## src/rtl/traffic_pkg.sv

```systemverilog
// Shared lamp codes, fault-bit indices, FSM states and lamp-rule helpers
// for the traffic-light safety stage.
package traffic_pkg;

    localparam logic [2:0] LAMP_RED    = 3'b100;
    localparam logic [2:0] LAMP_YELLOW = 3'b010;
    localparam logic [2:0] LAMP_GREEN  = 3'b001;
    localparam logic [2:0] LAMP_OFF    = 3'b000;

    localparam int FLT_CODE     = 0;
    localparam int FLT_CONFLICT = 1;
    localparam int FLT_TRANS    = 2;
    localparam int FLT_STUCK    = 3;

    typedef enum logic [1:0] {
        ST_INIT    = 2'd0,
        ST_MONITOR = 2'd1,
        ST_FAULT   = 2'd2
    } tsm_state_e;

    function automatic logic lamp_valid(input logic [2:0] code);
        return (code == LAMP_RED) || (code == LAMP_YELLOW) || (code == LAMP_GREEN);
    endfunction

    // Only legal one-hot pairs are judged here; malformed codes are the code check's job.
    function automatic logic bad_step(input logic [2:0] prev, input logic [2:0] cur);
        logic legal;
        legal = ((prev == LAMP_RED)    && (cur == LAMP_GREEN))  ||
                ((prev == LAMP_GREEN)  && (cur == LAMP_YELLOW)) ||
                ((prev == LAMP_YELLOW) && (cur == LAMP_RED));
        return lamp_valid(prev) && lamp_valid(cur) && (prev != cur) && !legal;
    endfunction

endpackage

```

## src/rtl/tsm_flash_gen.sv

```systemverilog
// Fault flash timer: flash_on starts high on restart and toggles every FLASH_CYC cycles.
module tsm_flash_gen #(
    parameter int FLASH_CYC = 8
) (
    input  logic clk,
    input  logic rst,
    input  logic restart,
    output logic flash_on
);

    localparam int CW = (FLASH_CYC > 1) ? $clog2(FLASH_CYC) : 1;

    logic [CW-1:0] cnt_q;

    always_ff @(posedge clk or posedge rst) begin
        if (rst) begin
            cnt_q    <= '0;
            flash_on <= 1'b1;
        end else if (restart) begin
            cnt_q    <= '0;
            flash_on <= 1'b1;
        end else if (cnt_q == CW'(FLASH_CYC - 1)) begin
            cnt_q    <= '0;
            flash_on <= ~flash_on;
        end else begin
            cnt_q <= cnt_q + CW'(1);
        end
    end

endmodule

```

## src/rtl/traffic_safety_monitor.sv

```systemverilog
// Safety stage between the traffic controller and the lamps: latches faults and
// forces flashing yellow. Stuck-phase check is built only with TSM_STUCK_CHECK_EN.
module traffic_safety_monitor
    import traffic_pkg::*;
#(
    parameter int MAX_PHASE = 64,
    parameter int FLASH_CYC = 8
) (
    input  logic       clk,
    input  logic       rst,
    input  logic [2:0] street_a_in,
    input  logic       street_a_pri_in,
    input  logic [2:0] street_b_in,
    input  logic       street_b_pri_in,
    input  logic       fault_clr,
    output logic [2:0] street_a,
    output logic       street_a_pri_lamp,
    output logic [2:0] street_b,
    output logic       street_b_pri_lamp,
    output logic       fault,
    output logic [3:0] fault_code
);

    if (MAX_PHASE < 1 || FLASH_CYC < 1) begin : g_bad_param
        $error("traffic_safety_monitor: MAX_PHASE and FLASH_CYC must be >= 1");
    end

    tsm_state_e state_q, state_d;
    logic [2:0] a_q, b_q;
    logic [2:0] a_lamp_q, b_lamp_q;
    logic       a_pri_q, b_pri_q;
    logic [3:0] viol;
    logic       both_red, enter_fault, stuck, flash_on, pass;

    assign both_red = (street_a_in == LAMP_RED) && (street_b_in == LAMP_RED);

`ifdef TSM_STUCK_CHECK_EN
    localparam int PW = $clog2(MAX_PHASE + 1);
    logic [PW-1:0] phase_q;
    logic          changed;

    assign changed = (street_a_in != a_q) || (street_b_in != b_q);

    // Runs only while staying in MONITOR, so entry and exit both restart it from 0.
    always_ff @(posedge clk or posedge rst) begin
        if (rst)
            phase_q <= '0;
        else if (state_q != ST_MONITOR || state_d != ST_MONITOR || changed)
            phase_q <= '0;
        else if (phase_q != PW'(MAX_PHASE))
            phase_q <= phase_q + PW'(1);
    end

    assign stuck = (state_q == ST_MONITOR) && (phase_q == PW'(MAX_PHASE));
`else
    assign stuck = 1'b0;
`endif

    always_comb begin
        viol               = '0;
        viol[FLT_CODE]     = !lamp_valid(street_a_in) || !lamp_valid(street_b_in);
        viol[FLT_CONFLICT] = (street_a_in != LAMP_RED) && (street_b_in != LAMP_RED);
        viol[FLT_TRANS]    = bad_step(a_q, street_a_in) || bad_step(b_q, street_b_in);
        viol[FLT_STUCK]    = stuck;
    end

    always_ff @(posedge clk or posedge rst) begin
        if (rst) state_q <= ST_INIT;
        else     state_q <= state_d;
    end

    always_comb begin
        state_d     = state_q;
        enter_fault = 1'b0;
        case (state_q)
            ST_INIT:    if (both_red) state_d = ST_MONITOR;
            ST_MONITOR: if (|viol) begin
                            state_d     = ST_FAULT;
                            enter_fault = 1'b1;
                        end
            ST_FAULT:   if (fault_clr && both_red) state_d = ST_MONITOR;
            default:    state_d = ST_INIT;
        endcase
    end

    assign pass = (state_q == ST_MONITOR) && (state_d == ST_MONITOR);

    always_ff @(posedge clk or posedge rst) begin
        if (rst) begin
            a_q        <= LAMP_RED;
            b_q        <= LAMP_RED;
            a_lamp_q   <= LAMP_RED;
            b_lamp_q   <= LAMP_RED;
            a_pri_q    <= 1'b0;
            b_pri_q    <= 1'b0;
            fault_code <= '0;
        end else begin
            a_q <= street_a_in;
            b_q <= street_b_in;
            // Anything other than a clean MONITOR cycle parks the lamp registers at RED/RED.
            a_lamp_q <= pass ? street_a_in     : LAMP_RED;
            b_lamp_q <= pass ? street_b_in     : LAMP_RED;
            a_pri_q  <= pass ? street_a_pri_in : 1'b0;
            b_pri_q  <= pass ? street_b_pri_in : 1'b0;
            if (enter_fault)
                fault_code <= viol;
            else if (state_q == ST_FAULT && state_d == ST_MONITOR)
                fault_code <= '0;
        end
    end

    tsm_flash_gen #(.FLASH_CYC(FLASH_CYC)) u_flash (
        .clk      (clk),
        .rst      (rst),
        .restart  (enter_fault),
        .flash_on (flash_on)
    );

    // The FAULT override is a mux on registered state, so the violating code never shows.
    assign fault             = (state_q == ST_FAULT);
    assign street_a          = fault ? (flash_on ? LAMP_YELLOW : LAMP_OFF) : a_lamp_q;
    assign street_b          = fault ? (flash_on ? LAMP_YELLOW : LAMP_OFF) : b_lamp_q;
    assign street_a_pri_lamp = fault ? 1'b0 : a_pri_q;
    assign street_b_pri_lamp = fault ? 1'b0 : b_pri_q;

endmodule

```

## config.mk

```make
export PLATFORM = sky130hd
export DESIGN_NAME = traffic_safety_monitor
export DESIGN_NICKNAME = d
export VERILOG_FILES = /design/src/rtl/traffic_pkg.sv /design/src/rtl/tsm_flash_gen.sv /design/src/rtl/traffic_safety_monitor.sv
export SDC_FILE = /design/constraint.sdc
export NUM_CORES = 1
export LEC_CHECK = 0
export ABC_AREA = 1
export ABC_CLOCK_PERIOD_IN_PS = 2100
export BUFFER_PORTS_ARGS = -buffer_cell sky130_fd_sc_hd__buf_2
export CORE_UTILIZATION = 53
export DETAILED_ROUTE_END_ITERATION = 6
export GPL_TIMING_DRIVEN = 0
export PLACE_DENSITY = 0.77
export SYNTH_ARGS = -nofsm -noshare
export SYNTH_HDL_FRONTEND = slang
export SYNTH_SLANG_ARGS = --single-unit
```

## constraint.sdc

```tcl
create_clock -name clk -period 2.1 [get_ports clk]
set_clock_uncertainty 0.1 [all_clocks]
set_input_delay 0.42 -clock clk [delete_from_list [all_inputs] [get_ports clk]]
set_output_delay 0.42 -clock clk [all_outputs]
set_load 0.005 [all_outputs]
```

# Yosys cells after proc, flatten, opt, wreduce, memory -nomap -nowiden
# Cells that the tools add are included.
[totals]
elab_cells = 92
out_inout_bits = 13
input_bits = 11
reg_bits = 24
[classes]
n_mux = 21
n_eq_ne = 20
n_addsub = 1
n_reduce_logical = 39
bitwise_logic = 1
[ops]
columns = ["cell", "n"]
rows = [
  ["$mux 3", 6],
  ["$logic_and 1x1->1", 17],
  ["$eq 3x3->1 const B", 5],
  ["$logic_or 1x1->1", 14],
  ["$eq 3x1->1 const B", 4],
  ["$eq 3x2->1 const B", 4],
  ["$mux 1", 8],
  ["$mux 2", 4],
  ["$mux 4", 2],
  ["$ne 3x3->1", 2],
  ["$ne 3x3->1 const B", 2],
  ["$pmux 2 s3", 1],
  ["$eq 2x1->1 const B", 2],
  ["$logic_not 1->1", 4],
  ["$reduce_bool 2->1", 2],
  ["$add 3x1->3 const B", 1],
  ["$reduce_or 3->1", 1],
  ["$eq 2x2->1 const B", 1],
  ["$logic_not 2->1", 1],
  ["$not 1->1", 1],
]

# Depth between registers and ports, before layout
# Gate-level depths: netlist (run 1).
[logic_depth]
ltp_word = 14
ltp_mapped = 11
mapped_depth_nobuf = 11

# Hierarchy
# Synthesis (run 1) repeated with hierarchy kept, for this count alone.
[hier_totals]
hier_cells = 155
area_unflattened_um2 = 1258.7
[by_module_without_submodules]
columns = ["mod", "cells_per_inst", "instances", "area_each_um2"]
rows = [
  ["traffic_safety_monitor", 137, 1, 1079.8],
  ["tsm_flash_gen", 18, 1, 178.9],
]

# Worst setup path after synthesis (run 1)
# No wires, ideal clock.
[synth_timing]
path_kind = "flip-flop to flip-flop"
startpoint = "register a_q[2]"
endpoint = "register u_flash.cnt_q[0]"
period_less_slack_ps = 1478
path_slack_ps = 622
stages_incl_launch_ff = 10
setup_ps = 114
required_ps = 1886
t_arrival_ps = 1264
path_cell_list = "dfstp_2 > inv_1 > nand3_1 > nor2_1 > nor3_1 > nand2_1 > nand3_2 > nand2_4 > inv_2 > nor2_2"
[synth_between]
elab_chain_len = 11
word_cells_on_any_way = 20
[synth_lines]
columns = ["item", "line", "source"]
rows = [
  ["from (decl)", "traffic_safety_monitor.sv:29", "logic [2:0] a_q, b_q;"],
  ["from (signal assigned)", "traffic_safety_monitor.sv:98", "a_q <= street_a_in;"],
  ["$eq 3x3->1, or another cell as far along", "traffic_pkg.sv:22, traffic_pkg.sv:28", ""],
  ["$logic_or 1x1->1, or another cell as far along", "traffic_pkg.sv:22", "return (code == LAMP_RED) || (code == LAMP_YELLOW) || (code == LAMP_GREEN);"],
  ["$logic_or 1x1->1, on equally long branches", "traffic_pkg.sv:22, traffic_pkg.sv:28", ""],
  ["$logic_and 1x1->1 or $logic_or 1x1->1 (tied branches)", "traffic_pkg.sv:31, traffic_pkg.sv:29", ""],
  ["$logic_and 1x1->1 or $logic_not 1->1 (tied branches)", "traffic_pkg.sv:31", "return lamp_valid(prev) && lamp_valid(cur) && (prev != cur) && !legal;"],
  ["$logic_and 1x1->1 *", "traffic_pkg.sv:31", ""],
  ["$logic_or 1x1->1 *", "traffic_safety_monitor.sv:63", "viol[FLT_TRANS] = bad_step(a_q, street_a_in) || bad_step(b_q, street_b_in);"],
  ["$reduce_or 3->1 *", "traffic_safety_monitor.sv:77", "ST_MONITOR: if (|viol) begin"],
  ["$mux 1 *", "traffic_safety_monitor.sv:77", ""],
  ["$mux 1 *", "traffic_safety_monitor.sv:75", "case (state_q)"],
  ["$mux 3 *", "tsm_flash_gen.sv:19", "end else if (restart) begin"],
  ["to (signal assigned)", "tsm_flash_gen.sv:26", "cnt_q <= cnt_q + CW'(1);"],
  ["to (decl)", "tsm_flash_gen.sv:13", "logic [CW-1:0] cnt_q;"],
]
# Every way passes the cells marked *; elsewhere a longest branch is shown, timed or not.
# A chain may end at the register's enable or synchronous reset.

# Worst setup path after layout (run 1)
[layout_timing]
startpoint = "register state_q[1]"
endpoint = "output street_a[1]"
[layout_between]
elab_chain_len = 2
[layout_lines]
columns = ["item", "line", "source"]
rows = [
  ["from (decl)", "traffic_safety_monitor.sv:28", "tsm_state_e state_q, state_d;"],
  ["from (signal assigned)", "traffic_safety_monitor.sv:69", "else state_q <= state_d;"],
  ["$eq 2x2->1", "traffic_safety_monitor.sv:120", "assign fault = (state_q == ST_FAULT);"],
  ["$mux 3", "traffic_safety_monitor.sv:121", "assign street_a = fault ? (flash_on ? LAMP_YELLOW : LAMP_OFF) : a_lamp_q;"],
  ["to (decl)", "traffic_safety_monitor.sv:16", "output logic [2:0] street_a,"],
]
# No other way between the ends.

==> flow_metrics.py, run 1 <==
metrics = {
    "power": {
        "p_per_area_mw_per_mm2": 751,
        "ir_drop_mv": 0.493,
        "cellLeakagePower_nw": 0.819,
    },
    "drt": {
        "drtIter0Drc": 13,
        "drc": 0,
        "viasPerCell": 4.85,
        "wl_per_cell_um": 10.3,
        "dr.pass1.iters": 4,
        "wl_mm": 2.10,
        "vias": 984,
        "drtAntennaViolNets": 0,
    },
    "floorplanning": {
        "io_pins": 24,
        "rows": 16,
        "core_mm2": 0.00206,
        "chipWidth_um": 49.8,
        "dieArea_mm2": 0.00248,
        "die-height_um": 49.8,
        "initial_utilization_pct": 58.7,
    },
    "global_route": {
        "antenna_found_initial": 0,
        "grt_pass1_vias": 972,
        "grt_pass1_wl_mm": 3.82,
        "gr-total-overflow": 0,
        "grt_max_degree": 24,
        "grt_usage_pct": 20.0,
    },
    "sta": {
        "timing.fmax_mhz": 534,
        "setup_tns_ns": 0,
        "slew_violations": 0,
        "post-route-period-util_pct": 89.2,
        "finalWorstSetupSlack_ns": 0.227,
        "relSlewSlack_pct": 45.6,
        "setup_viol": 0,
        "fin_crit_ns": 1.87,
        "timing.hold.ws_ns": 0.135,
        "tightest_slew_ns": 0.816,
        "hold_viol": 0,
        "grt_setup_unrepaired": "no",
    },
    "placement": {
        "placed_area_mm2": 0.00135,
        "dp_hpwl_mm": 1.71,
        "gp_congestion": 0.775,
        "dp_slack_ns": 0.336,
        "io_buffer_count": 22,
    },
    "clock_network": {
        "clk_pin_slew_worst_paths_ns": 0.12,
        "clk_latency_ns": 0.30,
        "cts_htree_levels": 1,
        "cts_setup_buffers": 0,
        "tritoncts": "yes",
        "clk_path_buf_depth": 2,
        "cts_inserted_buffers": 3,
        "postCtsHoldBufs": 0,
        "cts-root-buf": "clkbuf_4",
        "ctsResizeCount": 0,
        "cts.sinks": 23,
    },
    "setup_path": {
        "start_kind": "flip-flop",
        "reg2reg_from": "a_q[2]",
        "critical_path_class": "reg -> out",
        "endpoint_kind": "output port",
        "r2r_cells": 9,
        "rr_endpoint": "fault_code[0]",
        "r2r_slack_ns": 0.45,
        "worst-path-max-fanout": 8,
        "crit_arrival_ns": 1.35,
        "crit_required_ns": 1.58,
    },
    "finish": {
        "layout-drive-gt1-share_pct": 27.3,
        "nets": 190,
        "final_common_cell": "inv_1",
        "diodes": 0,
        "syn_to_final_growth_pct": 14.1,
        "fin_area_mm2": 0.00138,
        "layout_common_cells": "28 x inv_1, 25 x nand2_1, 23 x nor2_1",
    },
    "worst_hold_path": {
        "hold_start": "street_a_in[2]",
        "min_to": "a_q[2]",
        "min_path_cells": 1,
        "hp-class": "in -> reg",
    },
    "outcome": {
        "run_status": "complete, no violations",
    },
    "synth": {
        "avgSynthCellArea_um2": 8.07,
        "synth_nets": 163,
        "ys_types": 23,
        "ys_seq_elements": 23,
        "netlist_instances": 150,
        "synth_seq_area_share_pct": 48.1,
        "synth_warnings": 0,
        "synth_area_mm2": 0.00121,
    },
    "flow_run": {
        "drv_cap": 0,
    },
}
## state kept, by name (all words and copies together) (netlist names), 2 cells and up
name	flops
b_lamp_q	3
state_q	2
a_lamp_q	3
b_q	3
a_q	3
u_flash.cnt_q	3
fault_code	3
## power by group
group,total [mW],switching (mW),internal (mW)
Combinational,0.288,0.159,0.129
Clock,0.198,0.124,0.0741
Sequential,0.550,0.0353,0.515
## per-stage QoR
step           cells  total power, mW  util [%]
3_3_place_gp     199            0.836      65.7
4_1_cts          203             1.05      66.9
6_report         203             1.04      66.9
5_1_grt          203             1.12      66.9
2_1_floorplan    150            0.748         -
3_5_place_dp     199            0.854      65.7
## area by class of cell
type | instances | area [um^2]
sequential | 23 | 582
tap | 27 | 33.8
clock buffer | 4 | 26.3
buffer | 1 | 7.51
inverter | 31 | 116
multi-input combinational | 95 | 504
fill | 201 | 682
timing repair buffer | 22 | 110
## cells in the mapped netlist
library cell / instances / area share, %
dfstp_2: 5 / 11
conb_1: 1 / 0.31
inv_1: 28 / 8.7
clkinv_1: 1 / 0.31
nor3_1: 2 / 0.83
dfrtp_1: 18 / 37
inv_2: 2 / 0.62
xor2_1: 2 / 1.4
or4_1: 1 / 0.62
nand2_4: 1 / 0.93
nor2_1: 23 / 7.1
o21ai_0: 1 / 0.41
nand2_2: 2 / 1.0
nand4_2: 1 / 1.0
or2_2: 1 / 0.52
nand3_1: 17 / 7.0
ha_1: 2 / 2.1
nand2_1: 25 / 7.8
nor2_2: 6 / 3.1
nand3_2: 4 / 3.3
xnor2_1: 5 / 3.6
nand4_1: 1 / 0.52
buf_4: 1 / 0.62
## worst max path at each step
stage | from | endpoint | slack, ns
after CTS | state_q[1] | street_b[1] | 0.21
after global routing | state_q[1] | street_b[1] | 0.08
after floorplan | a_q[2] | u_flash.cnt_q[0] | 0.62
after detailed placement | street_a_in[1] | fault_code[0] | 0.34
final | state_q[1] | street_a[1] | 0.23
after global placement | street_a_in[1] | fault_code[0] | 0.37
## cell families after synthesis
family                     synth area share [%]
AOI/OAI and AO/OA                         0.413
adders and majority gates                  2.07
and+or+nand+nor                            33.8
other                                     0.310
xor gates and xnor gates                   5.07
DFF                                        48.1
buffers and inverters                      10.2
## metal layers
layer | GRT usage [%] | up-vias | share of wire [%]
li1 | - | 505 | -
met1 | 24.7 | 453 | 46
met2 | 36.0 | 24 | 49
met3 | 2.78 | 2 | 4.0
met4 | 5.71 | 0 | 0.86
met5 | 0 | - | 0
## worst max-delay path, stage by stage, from the launching register on
cell and delay (ns):
dfrtp_1 0.43, nand2_1 0.14, clkinv_1 0.19, nand2_1 0.12, nand2_1 0.05, buf_2 0.12
No activity file was read; power rests on OpenSTA's default activity.
==> run 2: changes to the inputs <==
--- a/config.mk
+++ b/config.mk
@@ -8,10 +8,11 @@
 export ABC_AREA = 1
 export ABC_CLOCK_PERIOD_IN_PS = 2100
 export BUFFER_PORTS_ARGS = -buffer_cell sky130_fd_sc_hd__buf_2
+export CORE_MARGIN = 1
 export CORE_UTILIZATION = 53
 export DETAILED_ROUTE_END_ITERATION = 6
-export GPL_TIMING_DRIVEN = 0
 export PLACE_DENSITY = 0.77
+export SKIP_CTS_REPAIR_TIMING = 1
 export SYNTH_ARGS = -nofsm -noshare
 export SYNTH_HDL_FRONTEND = slang
 export SYNTH_SLANG_ARGS = --single-unit
==> run 2 against run 1 <==
  * Register-to-register slack improved by 0.03 ns
  * Wire length increased by 0.67%
  * Maximum frequency decreased by 1.3%
  * Worst setup slack got worse by 0.024 ns
  * Global-route usage increased by 0.63 points
  * Highest routed layer unchanged
==> flow_metrics.py, run 2 (synthesized netlist as in run 1, its figures left out) <==
metrics = {
    "power": {
        "internal_power_mw": 0.720,
        "power_mw": 1.04,
        "cellLeakagePower_nw": 0.824,
        "clkPwrFrac_pct": 18.7,
        "power_frac_comb_pct": 28.3,
        "switchingPower_mw": 0.319,
        "seq_power_share_pct": 53.0,
        "p_per_area_mw_per_mm2": 749,
        "switching_share_pct": 30.7,
        "ir_drop_mv": 0.465,
    },
    "clock_network": {
        "cts-root-buf": "clkbuf_4",
        "clk_pin_slew_worst_paths_ns": 0.11,
        "clk_latency_ns": 0.30,
        "cts_htree_levels": 1,
        "clk_path_buf_depth": 2,
        "cts_inserted_buffers": 3,
        "cts.sinks": 23,
        "tritoncts": "yes",
    },
    "finish": {
        "nets": 191,
        "layout_common_cells": "28 x inv_1, 25 x nand2_1, 23 x nor2_1",
        "final_common_cell": "inv_1",
        "final_cells": 204,
        "syn_to_final_growth_pct": 14.7,
        "layout-drive-gt1-share_pct": 27.7,
        "filler_cell_count": 182,
        "final_util_pct": 67.3,
        "fin_area_mm2": 0.00139,
        "diodes": 0,
    },
    "placement": {
        "io_buffer_count": 22,
        "dp_hpwl_mm": 1.67,
        "place_inst": 200,
        "gp_congestion": 0.851,
        "placed_area_mm2": 0.00136,
    },
    "sta": {
        "setup_tns_ns": 0,
        "setup_viol": 0,
        "slew_violations": 0,
        "fin_crit_ns": 1.90,
        "grt_setup_unrepaired": "no",
        "timing.fmax_mhz": 527,
        "post-route-period-util_pct": 90.3,
        "hold_viol": 0,
    },
    "floorplanning": {
        "chipWidth_um": 49.8,
        "initial_utilization_pct": 58.7,
        "die-height_um": 49.8,
        "io_pins": 24,
        "dieArea_mm2": 0.00248,
        "rows": 16,
        "core_mm2": 0.00206,
    },
    "setup_path": {
        "worst-path-max-fanout": 8,
        "slowest_stage": "dfrtp_1",
        "crit_top_cell": "nand2_1",
        "max_stage_delay_ns": 0.42,
        "start_kind": "flip-flop",
        "worstPathCellList": "nand2_1, clkinv_1, nand2_1, nand2_1, buf_2",
        "endpoint_kind": "output port",
        "crit_arrival_ns": 1.38,
        "cp_top_family": "flip-flops",
        "crit_required_ns": 1.58,
        "critical_path_class": "reg -> out",
        "crit_buf_inv": 2,
    },
    "global_route": {
        "gr-total-overflow": 0,
        "grt_pass1_wl_mm": 3.89,
        "grt_pass1_vias": 968,
        "antenna_found_initial": 0,
        "grt_usage_pct": 20.7,
        "grt_max_degree": 24,
    },
    "drt": {
        "vias": 982,
        "wl_per_cell_um": 10.4,
        "viasPerCell": 4.81,
        "dr.pass1.iters": 4,
        "drtIter0Drc": 13,
        "drc": 0,
        "drtAntennaViolNets": 0,
        "wl_mm": 2.11,
    },
    "flow_run": {
        "drv_cap": 0,
    },
    "worst_hold_path": {
        "hp-class": "in -> async",
    },
    "outcome": {
        "run_status": "complete, no violations",
    },
}
run 2: changes by cell type in the layout (fill, tap and decap cells not counted), sizes merged:
cell  delta
buf      +1
run 2: cell type report:
type,instances,area (um^2),share of cell area [%]
Sequential cell,23,582,41.9
Multi-Input combinational cell,95,504,36.3
Timing Repair Buffer,24,125,9.02
Inverter,31,116,8.39
Tap cell,27,33.8,2.43
Clock buffer,4,26.3,1.89
run 2: power by group through the flow:
stage / registers (mW) / clock network [mW] / logic (mW)
2_1_floorplan: 0.553 / 0 / 0.195
3_3_place_gp: 0.556 / 0 / 0.287
3_5_place_dp: 0.560 / 0 / 0.297
4_1_cts: 0.551 / 0.202 / 0.299
5_1_grt: 0.562 / 0.219 / 0.343
6_report: 0.551 / 0.195 / 0.294
run 2: layer usage:
metal	track usage, %	routed length (um)	vias to the layer above	share of wire, %
li1	-	-	505	-
met4	5.71	30	0	1.4
met1	24.4	958	441	45
met3	3.09	89	5	4.2
met5	0	0	-	0
met2	38.3	1040	31	49
run 2: path summary, 6_finish.rpt:
kind                       depth (start not counted)      startpoint               end  slack (ns)
max                                                5      state_q[1]       street_b[1]        0.20
min                                                3             rst  u_flash.cnt_q[2]        0.03
max reg2reg                                        9          a_q[2]     fault_code[2]        0.48
min reg2reg                                        2   fault_code[0]     fault_code[0]        0.41
max in group asynchronous                          3             rst            a_q[2]        1.59
min in group clk                                   1  street_a_in[2]            a_q[2]        0.14
run 2: worst register-to-register path, cell delays in order (launching register included):
cell     delay (ns)
dfstp_2        0.57
inv_1          0.06
nand3_1        0.10
nor2_1         0.05
nor3_1         0.19
nand2_1        0.14
nand3_2        0.12
nand2_4        0.08
nand3_1        0.07
nand2_1        0.06
run 2: metrics by stage:
stage | setup WS (ns) | hold slack (ns)
finish | 0.203 | 0.0299
CTS | 0.182 | 0.0372
global placement | 0.444 | 0.363
detailed placement | 0.422 | 0.370
floorplan | 0.622 | 0.318
global route | 0.0578 | 0.0556
